[config.mk]
export PLATFORM = sky130hd
export DESIGN_NAME = pipe_line_rx_mon
export DESIGN_NICKNAME = d
export VERILOG_FILES = /design/src/rtl/pipe_line_rx_mon_pkg.sv /design/src/rtl/rx_fifo.sv /design/src/rtl/pipe_line_rx_mon.sv
export SDC_FILE = /design/constraint.sdc
export NUM_CORES = 1
export LEC_CHECK = 0
export CAP_MARGIN = 20
export CORE_ASPECT_RATIO = 0.8
export CORE_MARGIN = 8
export CORE_UTILIZATION = 50
export DETAILED_ROUTE_END_ITERATION = 16
export GPL_ROUTABILITY_DRIVEN = 1
export GPL_TIMING_DRIVEN = 0
export PLACE_DENSITY = 0.71
export REMOVE_ABC_BUFFERS = 1
export SYNTH_ARGS = -nofsm -noshare
export SYNTH_HDL_FRONTEND = slang
export SYNTH_SLANG_ARGS = --single-unit
[constraint.sdc]
create_clock -name i_clk -period 2.9 [get_ports i_clk]
set_clock_uncertainty 0.1 [all_clocks]
set_input_delay 0.87 -clock i_clk [delete_from_list [all_inputs] [get_ports i_clk]]
set_output_delay 0.87 -clock i_clk [all_outputs]
set_load 0.01 [all_outputs]
[src/rtl/pipe_line_rx_mon_pkg.sv]
// Shared definitions for the oversampling serial receive monitor:
// parity-mode encodings, receive FSM states and default parameter values.
package pipe_line_rx_mon_pkg;

    localparam int unsigned DEF_DATA_W     = 8;
    localparam int unsigned DEF_OVS        = 16;
    localparam int unsigned DEF_FIFO_DEPTH = 4;

    typedef enum logic [1:0] {
        ParNone    = 2'b00,
        ParEven    = 2'b01,
        ParOdd     = 2'b10,
        ParNoneAlt = 2'b11
    } par_mode_e;

    typedef enum logic [2:0] {
        StIdle,
        StStart,
        StData,
        StParity,
        StStop1,
        StStop2
    } rx_state_e;

    function automatic logic par_enabled(input logic [1:0] mode);
        return (mode == ParEven) || (mode == ParOdd);
    endfunction

endpackage

[src/rtl/rx_fifo.sv]
// First-word-fall-through receive buffer; head reads 0 while empty.
module rx_fifo #(
    parameter int unsigned DATA_W     = 8,
    parameter int unsigned FIFO_DEPTH = 4
) (
    input  logic              i_clk,
    input  logic              i_rst,
    input  logic              i_push,
    input  logic [DATA_W-1:0] i_push_data,
    input  logic              i_pop,
    output logic              o_full,
    output logic              o_empty,
    output logic [DATA_W-1:0] o_head
);

    localparam int unsigned ADDR_W = $clog2(FIFO_DEPTH);
    localparam int unsigned CNT_W  = ADDR_W + 1;

    logic [DATA_W-1:0] r_mem [FIFO_DEPTH];
    logic [ADDR_W-1:0] r_wr_ptr;
    logic [ADDR_W-1:0] r_rd_ptr;
    logic [CNT_W-1:0]  r_count;
    logic              w_do_push;
    logic              w_do_pop;

    assign o_full    = (r_count == CNT_W'(FIFO_DEPTH));
    assign o_empty   = (r_count == '0);
    // A full buffer still accepts a push when the head leaves in the same cycle.
    assign w_do_push = i_push & (~o_full | i_pop);
    assign w_do_pop  = i_pop & ~o_empty;
    assign o_head    = o_empty ? '0 : r_mem[r_rd_ptr];

    always_ff @(posedge i_clk) begin
        if (w_do_push) begin
            r_mem[r_wr_ptr] <= i_push_data;
        end
    end

    always_ff @(posedge i_clk or posedge i_rst) begin
        if (i_rst) begin
            r_wr_ptr <= '0;
            r_rd_ptr <= '0;
            r_count  <= '0;
        end else begin
            if (w_do_push) r_wr_ptr <= r_wr_ptr + 1'b1;
            if (w_do_pop)  r_rd_ptr <= r_rd_ptr + 1'b1;
            case ({w_do_push, w_do_pop})
                2'b10:   r_count <= r_count + 1'b1;
                2'b01:   r_count <= r_count - 1'b1;
                default: r_count <= r_count;
            endcase
        end
    end

endmodule

[src/rtl/pipe_line_rx_mon.sv]
// Oversampling serial receiver feeding a small buffer, with a last-word
// register driving an alarm comparator and a hysteretic shutdown flag.
module pipe_line_rx_mon
    import pipe_line_rx_mon_pkg::*;
#(
    parameter int unsigned DATA_W     = DEF_DATA_W,
    parameter int unsigned OVS        = DEF_OVS,
    parameter int unsigned FIFO_DEPTH = DEF_FIFO_DEPTH
) (
    input  logic              i_clk,
    input  logic              i_rst,
    input  logic [15:0]       i_bd_div,
    input  logic [1:0]        i_par,
    input  logic              i_snum,
    input  logic              i_dout,
    input  logic              i_rd_en,
    input  logic [DATA_W-1:0] i_alarm_th,
    input  logic [DATA_W-1:0] i_shut_th,
    output logic [DATA_W-1:0] o_data,
    output logic              o_data_valid,
    output logic              o_fifo_full,
    output logic              o_overrun,
    output logic              o_parity_warning,
    output logic              o_frame_warning,
    output logic [DATA_W-1:0] o_temp_out,
    output logic              o_alarm,
    output logic              o_shutdown
);

    localparam int unsigned PH_W  = $clog2(OVS);
    localparam int unsigned BIT_W = $clog2(DATA_W);
    localparam logic [PH_W-1:0]  PH_HALF  = PH_W'(OVS / 2 - 1);
    localparam logic [PH_W-1:0]  PH_FULL  = PH_W'(OVS - 1);
    localparam logic [BIT_W-1:0] BIT_LAST = BIT_W'(DATA_W - 1);

    rx_state_e         r_state;
    rx_state_e         w_state_next;
    logic [15:0]       r_tick_cnt;
    logic [15:0]       w_div_m1;
    logic              w_tick;
    logic [1:0]        r_sync;
    logic              r_rx_prev;
    logic              w_rx;
    logic              w_fall;
    logic [PH_W-1:0]   r_phase;
    logic [BIT_W-1:0]  r_bit_cnt;
    logic [DATA_W-1:0] r_shift;
    logic              r_par_err;
    logic              r_frm_err;
    logic              w_sample;
    logic              w_par_exp;
    logic              w_done;
    logic              w_frm_err_final;
    logic              r_push;
    logic [DATA_W-1:0] r_push_data;
    logic              w_empty;
    logic              w_full;

    assign w_div_m1 = (i_bd_div <= 16'd1) ? 16'd0 : i_bd_div - 16'd1;
    assign w_tick   = (r_tick_cnt == 16'd0);
    assign w_rx     = r_sync[1];
    assign w_fall   = r_rx_prev & ~w_rx;
    assign w_sample = w_tick && (r_state != StIdle) &&
                      (r_phase == ((r_state == StStart) ? PH_HALF : PH_FULL));
    assign w_par_exp = (i_par == ParOdd) ? ~^r_shift : ^r_shift;

    always_ff @(posedge i_clk or posedge i_rst) begin
        if (i_rst) begin
            r_tick_cnt <= '0;
            r_sync     <= 2'b11;
            r_rx_prev  <= 1'b1;
        end else begin
            r_tick_cnt <= w_tick ? w_div_m1 : r_tick_cnt - 16'd1;
            r_sync     <= {r_sync[0], i_dout};
            r_rx_prev  <= w_rx;
        end
    end

    always_ff @(posedge i_clk or posedge i_rst) begin
        if (i_rst) r_state <= StIdle;
        else       r_state <= w_state_next;
    end

    always_comb begin
        w_state_next = r_state;
        unique case (r_state)
            StIdle:   if (w_fall) w_state_next = StStart;
            StStart:  if (w_sample) w_state_next = w_rx ? StIdle : StData;
            StData:   if (w_sample && r_bit_cnt == BIT_LAST)
                          w_state_next = par_enabled(i_par) ? StParity : StStop1;
            StParity: if (w_sample) w_state_next = StStop1;
            StStop1:  if (w_sample) w_state_next = i_snum ? StStop2 : StIdle;
            StStop2:  if (w_sample) w_state_next = StIdle;
            default:  w_state_next = StIdle;
        endcase
    end

    // The final stop sample is folded in here so flags load in the completion cycle.
    always_comb begin
        w_done          = 1'b0;
        w_frm_err_final = r_frm_err;
        if (w_sample && ((r_state == StStop1 && !i_snum) || r_state == StStop2)) begin
            w_done          = 1'b1;
            w_frm_err_final = r_frm_err | ~w_rx;
        end
    end

    always_ff @(posedge i_clk or posedge i_rst) begin
        if (i_rst) begin
            r_phase   <= '0;
            r_bit_cnt <= '0;
            r_shift   <= '0;
            r_par_err <= 1'b0;
            r_frm_err <= 1'b0;
        end else if (r_state == StIdle) begin
            r_phase   <= '0;
            r_bit_cnt <= '0;
            r_par_err <= 1'b0;
            r_frm_err <= 1'b0;
        end else begin
            if (w_tick) r_phase <= w_sample ? '0 : r_phase + 1'b1;
            if (w_sample) begin
                case (r_state)
                    StData: begin
                        r_shift   <= {w_rx, r_shift[DATA_W-1:1]};
                        r_bit_cnt <= r_bit_cnt + 1'b1;
                    end
                    StParity: r_par_err <= (w_rx != w_par_exp);
                    StStop1:  r_frm_err <= r_frm_err | ~w_rx;
                    default:  ;
                endcase
            end
        end
    end

    always_ff @(posedge i_clk or posedge i_rst) begin
        if (i_rst) begin
            o_parity_warning <= 1'b0;
            o_frame_warning  <= 1'b0;
            r_push           <= 1'b0;
            r_push_data      <= '0;
            o_temp_out       <= '0;
            o_overrun        <= 1'b0;
            o_alarm          <= 1'b0;
            o_shutdown       <= 1'b0;
        end else begin
            if (w_done) begin
                o_parity_warning <= r_par_err;
                o_frame_warning  <= w_frm_err_final;
            end
            r_push      <= w_done & ~r_par_err & ~w_frm_err_final;
            r_push_data <= r_shift;
            if (r_push) o_temp_out <= r_push_data;
            o_overrun <= r_push & w_full & ~i_rd_en;
            o_alarm   <= (o_temp_out >= i_alarm_th);
            if (o_temp_out >= i_shut_th)      o_shutdown <= 1'b1;
            else if (o_temp_out < i_alarm_th) o_shutdown <= 1'b0;
        end
    end

    rx_fifo #(
        .DATA_W     (DATA_W),
        .FIFO_DEPTH (FIFO_DEPTH)
    ) u_rx_fifo (
        .i_clk       (i_clk),
        .i_rst       (i_rst),
        .i_push      (r_push),
        .i_push_data (r_push_data),
        .i_pop       (i_rd_en),
        .o_full      (w_full),
        .o_empty     (w_empty),
        .o_head      (o_data)
    );

    assign o_data_valid = ~w_empty;
    assign o_fifo_full  = w_full;

endmodule

==> results.yml, run 1 <==
outcome:
  status: "finished, final reports clean"
timing:
  hold_viol_final: 0
  relSlewSlack_pct: 45.8
  slew_violations: 0
  period_needed_ns: 2.79
  setup_ws_ns: 0.114
  rsz0062_at_grt: "no"
  period_share_pct: 96.1
  max_freq_mhz: 359
  worst_slew_pin_slew_ns: 0.813
  setup_tns_ns: 0
  setup_violations: 0
global_routing:
  use_met1_pct: 18.9
  grt_util_met3_pct: 4.60
  antenna_found_initial: 0
  grt_util_met2_pct: 25.7
  grt_pass1_vias: 3497
  grt-ovfl-total: 0
  grt_max_degree: 69
  grt_usage_pct: 15.2
  grt_busiest_layer: "met2"
  grt_pass1_wl_mm: 16.6
route:
  routedWlPerCell_um: 15.3
  ant_nets: 0
  totalWireLength_mm: 9.87
  vias: 3390
  firstDrtPassIters: 4
  initialDrtViolationCount: 153
  drcViolationCount: 0
  viasPerCell: 5.26
pwr:
  power_density_mw_per_mm2: 511
  p_leak_nw: 2.76
  irDropWorstVdd_uv: 282
synth:
  syn_inst: 436
  yosysTopAreaCellShare_pct: 31.9
  synth-edff-count: 32
  yosysSeqAreaShare_pct: 52.3
  yosys.area_share.adder_pct: 7.51
  muxShareOfSynthArea_pct: 7.88
  synthTopCellsByArea: "dfrtp_1, edfxtp_1, ha_1"
  ys_types: 55
  synth-xor-area-share_pct: 6.70
  synth.cells.most_frequent: "dfrtp_1, edfxtp_1, inv_1, ha_1, nand2_1"
  synth_compound_area_share_pct: 7.71
  synth_most_common_cell: "dfrtp_1"
  synth_top_family_by_area: "simple AND/OR/NAND/NOR gates"
  postSynth.asyncResetShare_pct: 68.0
  syn-cell-area_sq_mm: 0.00510
  ys_warn_count: 0
  synthFlopType: "dfrtp_1"
  synth-simple-area-share_pct: 14.6
  synth_top_area_cell: "dfrtp_1"
  synth_seq_cells: 100
  syn_avg_cell_area_sq_um: 11.7
setup_path:
  worstSetupStartpointType: "flop"
  required_ns: 1.93
  arrival_ns: 1.82
  cp-end-kind: "primary output"
  crit_type: "reg2out"
  crit_fanout: 4
clock_tree:
  clock_sinks: 100
  cts_htree_levels: 3
  clk-insertion-delay-late_ns: 0.34
  clockBufferDepth: 2
  cts_root_buffer: "clkbuf_16"
  cts_inserted_buffers: 9
  cts_tree: "yes"
  postCtsHoldBufs: 0
  clk_pin_slew_worst_paths_ns: 0.07
floorplanning:
  ios: 62
  dieArea_sq_mm: 0.0137
  num_rows: 33
  coreArea_sq_mm: 0.0101
  die_w_um: 129
  start_util_pct: 50.6
  die-height_um: 106
place:
  post-place-ws_ns: -0.394
  portBuffers: 61
  hpwl_mm: 7.09
  gp_congestion: 0.780
finish:
  nets: 568
  layout-drive-gt1-share_pct: 11.9
  areaGrowthSynthToFinish_pct: 21.4
  final_util_pct: 61.4
  diodes: 0
job:
  max_cap_violations: 0
hold_path:
  hold_path_class: "reg2reg"
==> per-layer routing <==
layer,up-vias,part of all wire [%],wire length (um)
met3,2,4.5,442
met1,1638,46,4500
met4,0,0.42,41
met2,65,49,4880
met5,-,0,0
li1,1685,-,-
==> final timing paths <==
check | from | end | slack (ns) | cells after the start
setup / recovery | u_rx_fifo.r_rd_ptr[0] | o_data[2] | 0.11 | 4
hold / removal | r_sync[0] | r_sync[1] | 0.26 | 0
setup reg to reg | r_tick_cnt[11] | r_bit_cnt[1] | 0.15 | 6
hold reg to reg | r_sync[0] | r_sync[1] | 0.26 | 0
max in group asynchronous | i_rst | u_rx_fifo.r_rd_ptr[0] | 1.18 | 2
min in group asynchronous | i_rst | r_tick_cnt[14] | 0.94 | 2
==> where the power goes <==
group	total (mW)	leakage [nW]	internal (mW)	switching, mW
combinational	0.415	1.40	0.232	0.183
sequential	1.55	1.22	1.49	0.0535
clock	1.20	0.145	0.680	0.523
==> what timing repair did <==
| item | 4_1_cts | 5_1_grt |
|---|---|---|
| setup buffers | 3 | 0 |
| cloned | 0 | 0 |
| pin swaps | 0 | 0 |
| gates resized for setup | 11 | 3 |
| setup endpoints to repair | 20 | 6 |
==> worst max-delay path: stages, from the launching register on <==
cell and delay (ns):
dfrtp_2 0.39, buf_4 0.16, mux4_2 0.49, and2_1 0.16, dlygate4sd2_1 0.27
==> metrics by stage <==
stage / instance area (sq um) / power, mW / cells / hold WS, ns
floorplan: 5050 / 1.79 / 424 / 0.245
global placement: 5830 / 1.92 / 625 / 0.247
detailed placement: 5830 / 1.93 / 625 / 0.251
CTS: 6170 / 3.19 / 644 / 0.261
global route: 6190 / 3.30 / 644 / 0.266
finish: 6190 / 3.16 / 644 / 0.260
==> cells by family after synthesis <==
group | after synthesis
AOI/OAI and AO/OA | 63
xor gates and xnor gates | 39
adders and majority gates | 30
buffers and inverters | 43
DFF | 100
muxes | 28
and+or+nand+nor | 133
==> flip-flops by register name (all words and copies together) (netlist names) <==
signal and flops:
r_sync 2, o_temp_out 8, r_shift 8, o_shutdown 1
u_rx_fifo.r_wr_ptr 2, r_push_data 8, o_alarm 1, o_overrun 1
u_rx_fifo.r_mem 32, r_frm_err 1, r_tick_cnt 16, r_push 1
r_phase 4, u_rx_fifo.r_count 3, r_state 3, r_par_err 1
u_rx_fifo.r_rd_ptr 2, r_rx_prev 1, o_frame_warning 1, o_parity_warning 1
r_bit_cnt 3
==> cell usage in the layout, fill, tap and decap left out, drive strengths merged, types with 4 or more instances in the layout <==
cell / netlist / routed
o21ai: 18 / 18
nand2: 29 / 29
ha: 29 / 29
edfxtp: 32 / 32
or3: 7 / 7
nor3: 12 / 12
nor2b: 6 / 6
inv: 31 / 34
mux2: 17 / 17
o31ai: 5 / 5
nand3: 9 / 9
xnor2: 25 / 25
xor2: 14 / 14
and2: 16 / 16
nor4: 7 / 7
a21oi: 16 / 16
or4: 6 / 6
o22ai: 4 / 4
a21o: 8 / 8
nor2: 23 / 23
dlygate4sd2: 0 / 8
clkdlybuf4s50: 0 / 53
nand2b: 4 / 4
dfrtp: 65 / 65
clkbuf: 9 / 10
mux4: 8 / 8
==> final cells by class <==
class / instances / area [sq um]
Clock buffer: 10 / 229
Clock inverter: 6 / 71.3
Fill cell: 831 / 3890
Inverter: 31 / 119
Multi-Input combinational cell: 293 / 2290
Sequential cell: 100 / 2670
Tap cell: 140 / 175
Timing Repair Buffer: 64 / 636
Power figures use the tool's default switching activity.
==> inputs of run 2 (changes only) <==
--- a/config.mk
+++ b/config.mk
@@ -7,7 +7,6 @@
 export LEC_CHECK = 0
 export CAP_MARGIN = 20
 export CORE_ASPECT_RATIO = 0.8
-export CORE_MARGIN = 8
 export CORE_UTILIZATION = 50
 export DETAILED_ROUTE_END_ITERATION = 16
 export GPL_ROUTABILITY_DRIVEN = 1
==> run 2 against run 1 <==
- cell count decreased by 0.62%
- maximum frequency rose by 0.19%
- via count increased by 0.56%
- sequential share of layout area up 0.32 points
- power is 3.4% lower
- count of clock-buffer cells in the layout stayed put
- die area fell by 23%
- wire length down 6.0%
- critical path type is now in2reg
- critical endpoint is now r_tick_cnt[10]
- largest cell class unchanged
- largest power group unchanged
==> results.yml, run 2 (same netlist as run 1, synthesis figures left out) <==
clock_tree:
  cts_tree: "yes"
  clk_pin_slew_worst_paths_ns: 0.07
  cts_inserted_buffers: 9
  cts_htree_levels: 3
  clockBufferDepth: 2
  clock_sinks: 100
  clk-insertion-delay-late_ns: 0.34
  cts_root_buffer: "clkbuf_16"
hold_path:
  hold_path_class: "reg2reg"
  min_to: "r_sync[1]"
  hold_depth: 0
  hold_start: "r_sync[0]"
pwr:
  power.total_mw: 3.06
  power_density_mw_per_mm2: 498
  p_leak_nw: 2.75
  irDropWorstVdd_uv: 397
finish:
  diodes: 0
  layout_commonest_cell: "dfrtp_1"
  reg_top3: "u_rx_fifo.r_mem (32), r_tick_cnt (16)"
  nFillCells: 809
  areaGrowthSynthToFinish_pct: 20.5
  layout-drive-gt1-share_pct: 11.9
  regMostFlops: "u_rx_fifo.r_mem"
  final_cell_mix: "dfrtp_1, clkdlybuf4s50_1, edfxtp_1"
  fin_area_sq_mm: 0.00614
  nets: 568
  largest_register_ffs: 32
job:
  max_cap_violations: 0
outcome:
  status: "finished, final reports clean"
setup_path:
  worstPathCellList: "clkdlybuf4s50_1 -> or3_1 -> or3_1 -> a2111oi_0 -> a21oi_1 -> o21ai_0"
  rrSetupSlack_ns: 0.21
  crit_fanout: 3
  crit_start: "i_bd_div[5]"
  worstSetupStartpointType: "input port"
  critPathMaxStageDelay_ns: 0.49
  r2r_end: "r_shift[3]"
  required_ns: 3.05
  reg2reg_from: "r_tick_cnt[11]"
  arrival_ns: 2.93
  r2r_cells: 5
  crit_slowest_cell: "a2111oi_0"
  cp-end-kind: "flop"
  crit_type: "in2reg"
  crit_top_cell: "or3_1"
route:
  viasPerCell: 5.33
  routedWlPerCell_um: 14.5
  drcViolationCount: 0
  initialDrtViolationCount: 97
  vias: 3409
  totalWireLength_mm: 9.27
  firstDrtPassIters: 4
  ant_nets: 0
timing:
  slew_violations: 0
  rsz0062_at_grt: "no"
  hold_viol_final: 0
  setup_violations: 0
  period_share_pct: 95.9
  worst_slew_pin_slew_ns: 0.815
  max_freq_mhz: 360
  period_needed_ns: 2.78
  relSlewSlack_pct: 44.3
  hold_slack_ns: 0.258
global_routing:
  grt-ovfl-total: 0
  grt_util_met3_pct: 4.52
  grt_pass1_vias: 3446
  grt_util_met2_pct: 33.3
  grt_max_degree: 69
  grt_busiest_layer: "met2"
  antenna_found_initial: 0
  grt_pass1_wl_mm: 16.2
  grt_usage_pct: 19.7
  use_met1_pct: 25.8
floorplanning:
  ios: 62
  die_w_um: 115
  start_util_pct: 52.2
  num_rows: 32
  coreArea_sq_mm: 0.00977
  dieArea_sq_mm: 0.0106
  die-height_um: 92.3
place:
  gp_congestion: 0.794
  hpwl_mm: 6.61
  place_area_sq_mm: 0.00583
  portBuffers: 61
-- run 2: cell types whose count changed in the layout (fill, tap and decap cells not counted) --
cell | before | now
nor4_1 | 5 | 6
clkinv_4 | 0 | 1
inv_6 | 2 | 1
buf_4 | 2 | 3
clkinv_2 | 1 | 2
bufinv_16 | 1 | 0
nor4_4 | 1 | 0
and2_4 | 0 | 1
buf_12 | 1 | 0
and2_2 | 2 | 1
clkbuf_1 | 1 | 0
clkbuf_8 | 0 | 1
-- run 2: final cells by class --
cell class,instances,area [sq um],area share [%]
clock buffer,10,239,3.89
sequential,100,2670,43.4
tap,136,170,2.77
clock inverter,6,46.3,0.754
multi-input combinational,293,2280,37.1
inverter,31,119,1.94
timing repair buffer,64,623,10.1
-- run 2: metrics by stage --
step | cells | TNS, ns | util, % | setup slack (ns)
6_report | 640 | 0 | 62.9 | 0.120
5_1_grt | 640 | 0 | 62.9 | 0.000425
4_1_cts | 640 | 0 | 62.7 | 0.0254
3_5_place_dp | 621 | -4.54 | 59.7 | -0.360
3_3_place_gp | 621 | -65.95 | 59.6 | -0.947
2_1_floorplan | 424 | 0 | - | 0.183
-- run 2: worst max path at each step --
stage | to | slack [ns] | cells after the start
floorplan | o_frame_warning | 0.18 | 6
global placement | u_rx_fifo.r_rd_ptr[1] | -0.95 | 2
detailed placement | r_tick_cnt[9] | -0.36 | 6
CTS | r_tick_cnt[9] | 0.03 | 6
global route | r_tick_cnt[10] | 0.0004 | 6
finish | r_tick_cnt[10] | 0.12 | 6
-- run 2: metal layers --
metal	vias to the layer above	wire length, um
met3	8	312
met5	-	0
met1	1646	4320
met2	73	4580
met4	0	65
li1	1682	-
-- run 2: worst max-delay path: cells and delay by family --
family | cells | cell delay (ns)
buffers and inverters | 1 | 0.46
AO/OA/AOI/OAI | 3 | 0.80
AND/OR/NAND/NOR | 2 | 0.81
-- run 2: where the power goes --
group          total, mW  internal (mW)  switching, mW
Sequential          1.54           1.49         0.0481
Combinational      0.392          0.214          0.179
Clock               1.12          0.612          0.512
Total               3.06           2.32          0.739
-- run 2: timing repair --
item / 4_1_cts / 5_1_grt
buffers inserted: 3 / 0
setup endpoints to repair: 15 / 15
gates resized for setup: 10 / 3
pin swaps: 0 / 0
hold buffers: 0 / 0
